### config.mk
export PLATFORM = sky130hd
export DESIGN_NAME = pattern_scan_ctrl
export DESIGN_NICKNAME = d
export VERILOG_FILES = /design/src/rtl/pattern_scan_ctrl.sv
export SDC_FILE = /design/constraint.sdc
export NUM_CORES = 1
export LEC_CHECK = 0
export ABC_AREA = 1
export BUFFER_PORTS_ARGS = -buffer_cell sky130_fd_sc_hd__buf_2
export CORE_MARGIN = 4
export CORE_UTILIZATION = 56
export CTS_BUF_LIST = sky130_fd_sc_hd__clkbuf_4 sky130_fd_sc_hd__clkbuf_8
export DETAILED_ROUTE_END_ITERATION = 16
export PLACE_DENSITY = 0.81
export SYNTH_ARGS = -nofsm -noshare
export SYNTH_HDL_FRONTEND = slang
export SYNTH_SLANG_ARGS = --single-unit
### constraint.sdc
create_clock -name clk -period 1.6 [get_ports clk]
set_clock_uncertainty 0.05 [all_clocks]
set_input_delay 0.24 -clock clk [delete_from_list [all_inputs] [get_ports clk]]
set_output_delay 0.24 -clock clk [all_outputs]
set_load 0.02 [all_outputs]
### src/rtl/pattern_scan_ctrl.sv
// Scan sequencer for the serial "1101" Mealy detector: flushes the detector with two
// zeros, shifts a latched word through it one bit per clock, then reports match statistics.
module pattern_scan_ctrl #(
    parameter int WORD_W = 8,
    parameter int CNT_W  = 4,
    parameter int IDX_W  = $clog2(WORD_W)
) (
    input  logic              clk,
    input  logic              n_rst,
    input  logic              start,
    input  logic [WORD_W-1:0] data_in,
    input  logic              msb_first,
    output logic              det_i,
    input  logic              det_o,
    output logic              busy,
    output logic              done,
    output logic [CNT_W-1:0]  match_cnt,
    output logic              match_any,
    output logic [IDX_W-1:0]  first_idx,
    output logic [2:0]        state_o
);

    localparam logic [2:0] S_IDLE   = 3'd0;
    localparam logic [2:0] S_FLUSH1 = 3'd1;
    localparam logic [2:0] S_FLUSH2 = 3'd2;
    localparam logic [2:0] S_SHIFT  = 3'd3;
    localparam logic [2:0] S_DONE   = 3'd4;

    logic [2:0]        state_q,  state_d;
    logic [WORD_W-1:0] shreg_q,  shreg_d;
    logic              msb_q,    msb_d;
    logic [IDX_W-1:0]  bitcnt_q, bitcnt_d;
    logic [CNT_W-1:0]  cnt_q,    cnt_d;
    logic              any_q,    any_d;
    logic [IDX_W-1:0]  idx_q,    idx_d;
    logic              busy_q,   busy_d;
    logic              done_q,   done_d;

    always_comb begin
        state_d  = state_q;
        shreg_d  = shreg_q;
        msb_d    = msb_q;
        bitcnt_d = bitcnt_q;
        cnt_d    = cnt_q;
        any_d    = any_q;
        idx_d    = idx_q;
        case (state_q)
            S_IDLE: begin
                if (start) begin
                    shreg_d = data_in;
                    msb_d   = msb_first;
                    cnt_d   = '0;
                    any_d   = 1'b0;
                    idx_d   = '0;
                    state_d = S_FLUSH1;
                end
            end
            S_FLUSH1: state_d = S_FLUSH2;
            S_FLUSH2: begin
                bitcnt_d = '0;
                state_d  = S_SHIFT;
            end
            S_SHIFT: begin
                shreg_d  = msb_q ? {shreg_q[WORD_W-2:0], 1'b0} : {1'b0, shreg_q[WORD_W-1:1]};
                bitcnt_d = bitcnt_q + 1'b1;
                // det_o belongs to the bit driven this cycle, so bitcnt_q is its scan index
                if (det_o) begin
                    if (cnt_q != '1) cnt_d = cnt_q + 1'b1;
                    if (!any_q) begin
                        any_d = 1'b1;
                        idx_d = bitcnt_q;
                    end
                end
                if (bitcnt_q == IDX_W'(WORD_W - 1)) state_d = S_DONE;
            end
            S_DONE:  state_d = S_IDLE;
            default: state_d = S_IDLE;
        endcase
    end

    assign busy_d = (state_d == S_FLUSH1) || (state_d == S_FLUSH2) || (state_d == S_SHIFT);
    assign done_d = (state_d == S_DONE);

    always_ff @(posedge clk or negedge n_rst) begin
        if (!n_rst) begin
            state_q  <= S_IDLE;
            shreg_q  <= '0;
            msb_q    <= 1'b0;
            bitcnt_q <= '0;
            cnt_q    <= '0;
            any_q    <= 1'b0;
            idx_q    <= '0;
            busy_q   <= 1'b0;
            done_q   <= 1'b0;
        end else begin
            state_q  <= state_d;
            shreg_q  <= shreg_d;
            msb_q    <= msb_d;
            bitcnt_q <= bitcnt_d;
            cnt_q    <= cnt_d;
            any_q    <= any_d;
            idx_q    <= idx_d;
            busy_q   <= busy_d;
            done_q   <= done_d;
        end
    end

    // Driven only from registered state, never from det_o, so no combinational loop.
    assign det_i     = (state_q == S_SHIFT) ? (msb_q ? shreg_q[WORD_W-1] : shreg_q[0]) : 1'b0;
    assign busy      = busy_q;
    assign done      = done_q;
    assign match_cnt = cnt_q;
    assign match_any = any_q;
    assign first_idx = idx_q;
    assign state_o   = state_q;

endmodule

# ---- Word-level counts from Yosys, hierarchy flattened
# Cells that the tools add are included.
dict set report word_totals {
  register_bits 25
  in_bits 13
  out_inout_bits 14
  wordCells 54
}
dict set report op_classes {
  addsub 2
  n_eq_ne 13
  mux 20
  reduce_logical 10
}
# op n
set op_table {}
lappend op_table {{$mux 8} 2}
lappend op_table {{$pmux 8 s2} 1}
lappend op_table {{$mux 3} 5}
lappend op_table {{$eq 3x2->1 const B} 4}
lappend op_table {{$mux 4} 3}
lappend op_table {{$pmux 3 s2} 2}
lappend op_table {{$pmux 3 s4} 1}
lappend op_table {{$ne 2x2->1 const B} 4}
lappend op_table {{$pmux 4 s2} 1}
lappend op_table {{$reduce_and 4->1} 2}
lappend op_table {{$eq 3x1->1 const B} 2}
lappend op_table {{$eq 3x3->1 const B} 2}
lappend op_table {{$add 4x1->4 const B} 1}
lappend op_table {{$mux 1} 4}
lappend op_table {{$ne 4x4->1 const B} 1}
lappend op_table {{$reduce_and 2->1} 2}
lappend op_table {{$reduce_bool 2->1} 2}
lappend op_table {{$add 3x1->3 const B} 1}
lappend op_table {{$logic_not 3->1} 1}
lappend op_table {{$reduce_and 3->1} 1}
lappend op_table {{$logic_or 1x1->1} 2}
lappend op_table {{$pmux 1 s2} 1}

# ---- Longest topological paths before layout
dict set report logic_depth {
  ltp_word 6
  ltp_mapped 8
  depth_no_buf 7
}

# ---- Least setup slack after synthesis
# Ideal clock, no wire load.
dict set report synth_path {
  path_kind {reg-to-output}
  startpoint {reg state_q[2], in the netlist state_o[2]}
  endpoint {out det_i}
  arrival_ns 1.146
  required_time_ns 1.310
  slack_ns 0.164
  path_stages_with_launch 7
  path_buffers 1
  path_cell_list {dfrtp_1 > inv_1 > nand3_4 > inv_4 > buf_12 > nand2_1 > inv_1}
}
dict set report synth_between {
  elab_chain_cells 2
}
# item line
set synth_lines {}
lappend synth_lines {{start: declaration} 29} ;# logic [2:0] state_q, state_d;
lappend synth_lines {{start signal: assignment} 96} ;# state_q <= state_d;
lappend synth_lines {{$eq 3x2->1} 109} ;# assign det_i = (state_q == S_SHIFT) ? (msb_q ? shreg_q[WORD_W-1] : shreg_q[0]) : 1'b0;
lappend synth_lines {{$mux 1} 109}
lappend synth_lines {{end: declaration} 13} ;# output logic det_i,
# No other way between the ends.

# ---- Worst setup path in the final report
dict set report layout_path {
  startpoint {reg msb_q}
  endpoint {out det_i}
}
dict set report layout_between {
  elab_chain_cells 2
}
# item line
set layout_lines {}
lappend layout_lines {{start: declaration} 31} ;# logic msb_q, msb_d;
lappend layout_lines {{start signal: assignment} 98} ;# msb_q <= msb_d;
lappend layout_lines {{$mux 1 (2 in a row)} 109}
# No other way between the ends.

==> impl_metrics.ini <==
[yosys]
seq_area_frac_synth_pct = 47.62
synth.cell_area_um2 = 1314
synth_top_cell_area_share_pct = 47.62
synth_ff_type = sky130_fd_sc_hd__dfrtp_1
synthesis.nets = 180
mapped_avg_cell_area_um2 = 8.011
synth_top_cells_by_area = sky130_fd_sc_hd__dfrtp_1 48%, sky130_fd_sc_hd__nand2_1 18%, sky130_fd_sc_hd__o21ai_0 6.5%
yosys_register_bits = 25
yosys_warn_count = 0
postSynthCellCount = 164
synth.distinct_cells = 22
async_reset_ff_share_pct = 100.0
synth_enable_flop_cells = 0
synth_top_cell_by_area = sky130_fd_sc_hd__dfrtp_1

[pwr]
pwr-share-comb_pct = 52.0
p_int_mw = 1.530
power-per-cell-area_nw_per_um2 = 1922
clock_power_share_pct = 9.8
static-leakage-power_nw = 0.8425
ir_worst_vdd_uv = 1106
power.share.switching_pct = 46.95
power.switching_mw = 1.354
pwr-share-seq_pct = 38.3

[critical_path]
critPathKind = flop to output port
timing.critical_path.to_type = output port
path_max_fanout = 9
worst-endpoint-required_ps = 1310
worst_setup_path_start_kind = flop
cp_data_arrival_time_ps = 1250

[floorplanning]
fp.dieArea_um2 = 3185
top_level_ports = 27
die_h_um = 56.44
core_region_area_um2 = 2212
initial_core_util_pct = 59.39
dieWidth_um = 56.44
rows = 17

[final_layout]
postLayoutCellArea_um2 = 1500
final_layout_size_suffix_gt1_share_pct = 22.56
final_core_utilization_pct = 67.82
leading_cell_types_in_the_layout_fill_and_taps_excluded = 64 x sky130_fd_sc_hd__nand2_1, 26 x sky130_fd_sc_hd__buf_2, 23 x sky130_fd_sc_hd__dfrtp_1
insertedDiodeCount = 0
layout.cells.most_common = sky130_fd_sc_hd__nand2_1
area_delta_synth_final_pct = 14.19
final_net_count = 212
filler_cell_count = 196

[timing]
final.setup.tns_ps = 0
max-slew-margin-rel_pct = 63.14
post-route-period-util_pct = 96.51
min_period_ps = 1544
fin_hold_ws_ps = 83.55
timing_hold_violations_final = 0
rsz_0062_raised_after_global_routing = no
setup_viol_count_final = 0
achievable_freq_mhz = 647.6
tightestPinTransition_ps = 552.8
timing_max_transition_violations_final = 0

[run]
drv_cap = 0

[grt]
pin_count_of_the_biggest_net_entering_global_routing = 26
grt-ovfl-total = 0
grt_pass1_wl_um = 4450
grt_pass1_vias = 1035
groute.usage.overall_pct = 17.70
initial_antenna_violation_count = 0

[clock_network]
clockBufferDepth = 2
cts.root.buffer_cell = sky130_fd_sc_hd__clkbuf_4
clk_pin_slew_ps = 130
cts_buf_count = 3
clk_latency_ps = 320
cts_max_level = 1
cts_tree = done
cts.sink_count = 25

[route]
final_antenna_net_count = 0
route.vias.total = 1139
detail_route.vias_per_cell = 5.108
drt_pass1_iterations = 4
finalWirelength_um = 2595
wire_per_inst_um = 11.64
drt_first_iter_violations = 28
drc_violations_left = 0

[place]
placement.io_buffers = 26
detailed_place_hpwl_um = 1876
place.gp.congestion = 0.7862
dpl_cell_area_um2 = 1433

[outcome]
run_status = complete, no violations

[min_path]
min_path_type = primary input to flop
[worst max-delay path, cell delays in order, from the launching register on]
cell and delay, ps:
sky130_fd_sc_hd__dfrtp_2 480, sky130_fd_sc_hd__o21ai_0 200, sky130_fd_sc_hd__nand2_1 70, sky130_fd_sc_hd__inv_1 50
sky130_fd_sc_hd__buf_2 150
[registers in the layout, indices dropped and copies added (netlist names), 3 cells and up]
register and count:
bitcnt_q 3, match_cnt 4, first_idx 3, shreg_q 8, state_o 3
[synthesized netlist by cell type (2+ instances only)]
master                    number
sky130_fd_sc_hd__o21ai_0      17
sky130_fd_sc_hd__dfrtp_1      25
sky130_fd_sc_hd__nand4_1       4
sky130_fd_sc_hd__nand3_1       6
sky130_fd_sc_hd__inv_1        19
sky130_fd_sc_hd__buf_6         3
sky130_fd_sc_hd__nor2_1        9
sky130_fd_sc_hd__nand2_1      64
sky130_fd_sc_hd__ha_1          3
sky130_fd_sc_hd__a21oi_1       2
[final cells by class]
cell class	count	area [µm²]	share of cell area, %
Timing Repair Buffer	31	170.2	11.34
Multi-Input combinational cell	115	556.8	37.11
Tap cell	28	35.03	2.335
Sequential cell	25	628.1	41.87
Inverter	20	82.58	5.505
Clock buffer	3	22.52	1.501
Clock inverter	1	5.005	0.3336
[metrics by stage]
step           total power [mW]  std cells  worst slack [ps]
6_report                  2.883        223             55.92
3_3_place_gp              2.491        215             226.1
3_5_place_dp              2.516        215             204.0
5_1_grt                   3.178        223             2.488
2_1_floorplan             2.277        164             164.1
4_1_cts                   2.875        222             7.492
[cells by family after synthesis]
kind of cell / after synthesis / synth area share [%]
fa+ha+maj: 3 / 2.857
simple gates: 88 / 29.33
flops: 25 / 47.62
compound gates: 24 / 10.19
buf+inv: 24 / 10.00
[layer usage]
metal	routed length, µm	up-vias	global-route usage [%]
met5	0	-	0
met4	38	0	7.119
met3	139	4	3.448
met2	1226	25	29.04
met1	1191	528	22.76
li1	-	582	-
[final timing paths]
check | start | endpoint | slack (ps) | depth (start not counted)
worst max-delay path | msb_q$_DFFE_PN0P_ | det_i | 60 | 4
worst min-delay path | msb_first | msb_q$_DFFE_PN0P_ | 80 | 3
worst max register to register | match_cnt[0]$_DFFE_PN0P_ | match_cnt[3]$_DFFE_PN0P_ | 190 | 7
worst min register to register | first_idx[1]$_DFFE_PN0P_ | first_idx[1]$_DFFE_PN0P_ | 440 | 2
max in group asynchronous | n_rst | msb_q$_DFFE_PN0P_ | 740 | 2
min in group asynchronous | n_rst | state_o[0]$_DFF_PN0_ | 370 | 2
[power groups by stage]
stage / registers [mW] / clock network [mW] / logic [mW]
2_1_floorplan: 1.19 / 0 / 1.09
3_3_place_gp: 1.12 / 0 / 1.38
3_5_place_dp: 1.12 / 0 / 1.39
4_1_cts: 1.11 / 0.286 / 1.47
5_1_grt: 1.15 / 0.320 / 1.71
6_report: 1.10 / 0.282 / 1.50
[timing repair]
action / in CTS / in global routing
setup endpoints to repair: 1 / 1
setup buffers: 2 / 1
resized for setup: 3 / 2
gates cloned: 0 / 0
pin swaps: 0 / 0
hold endpoints to repair: 25 / 0
hold buffers: 1 / 0
No activity file was read; power rests on OpenSTA's default activity.
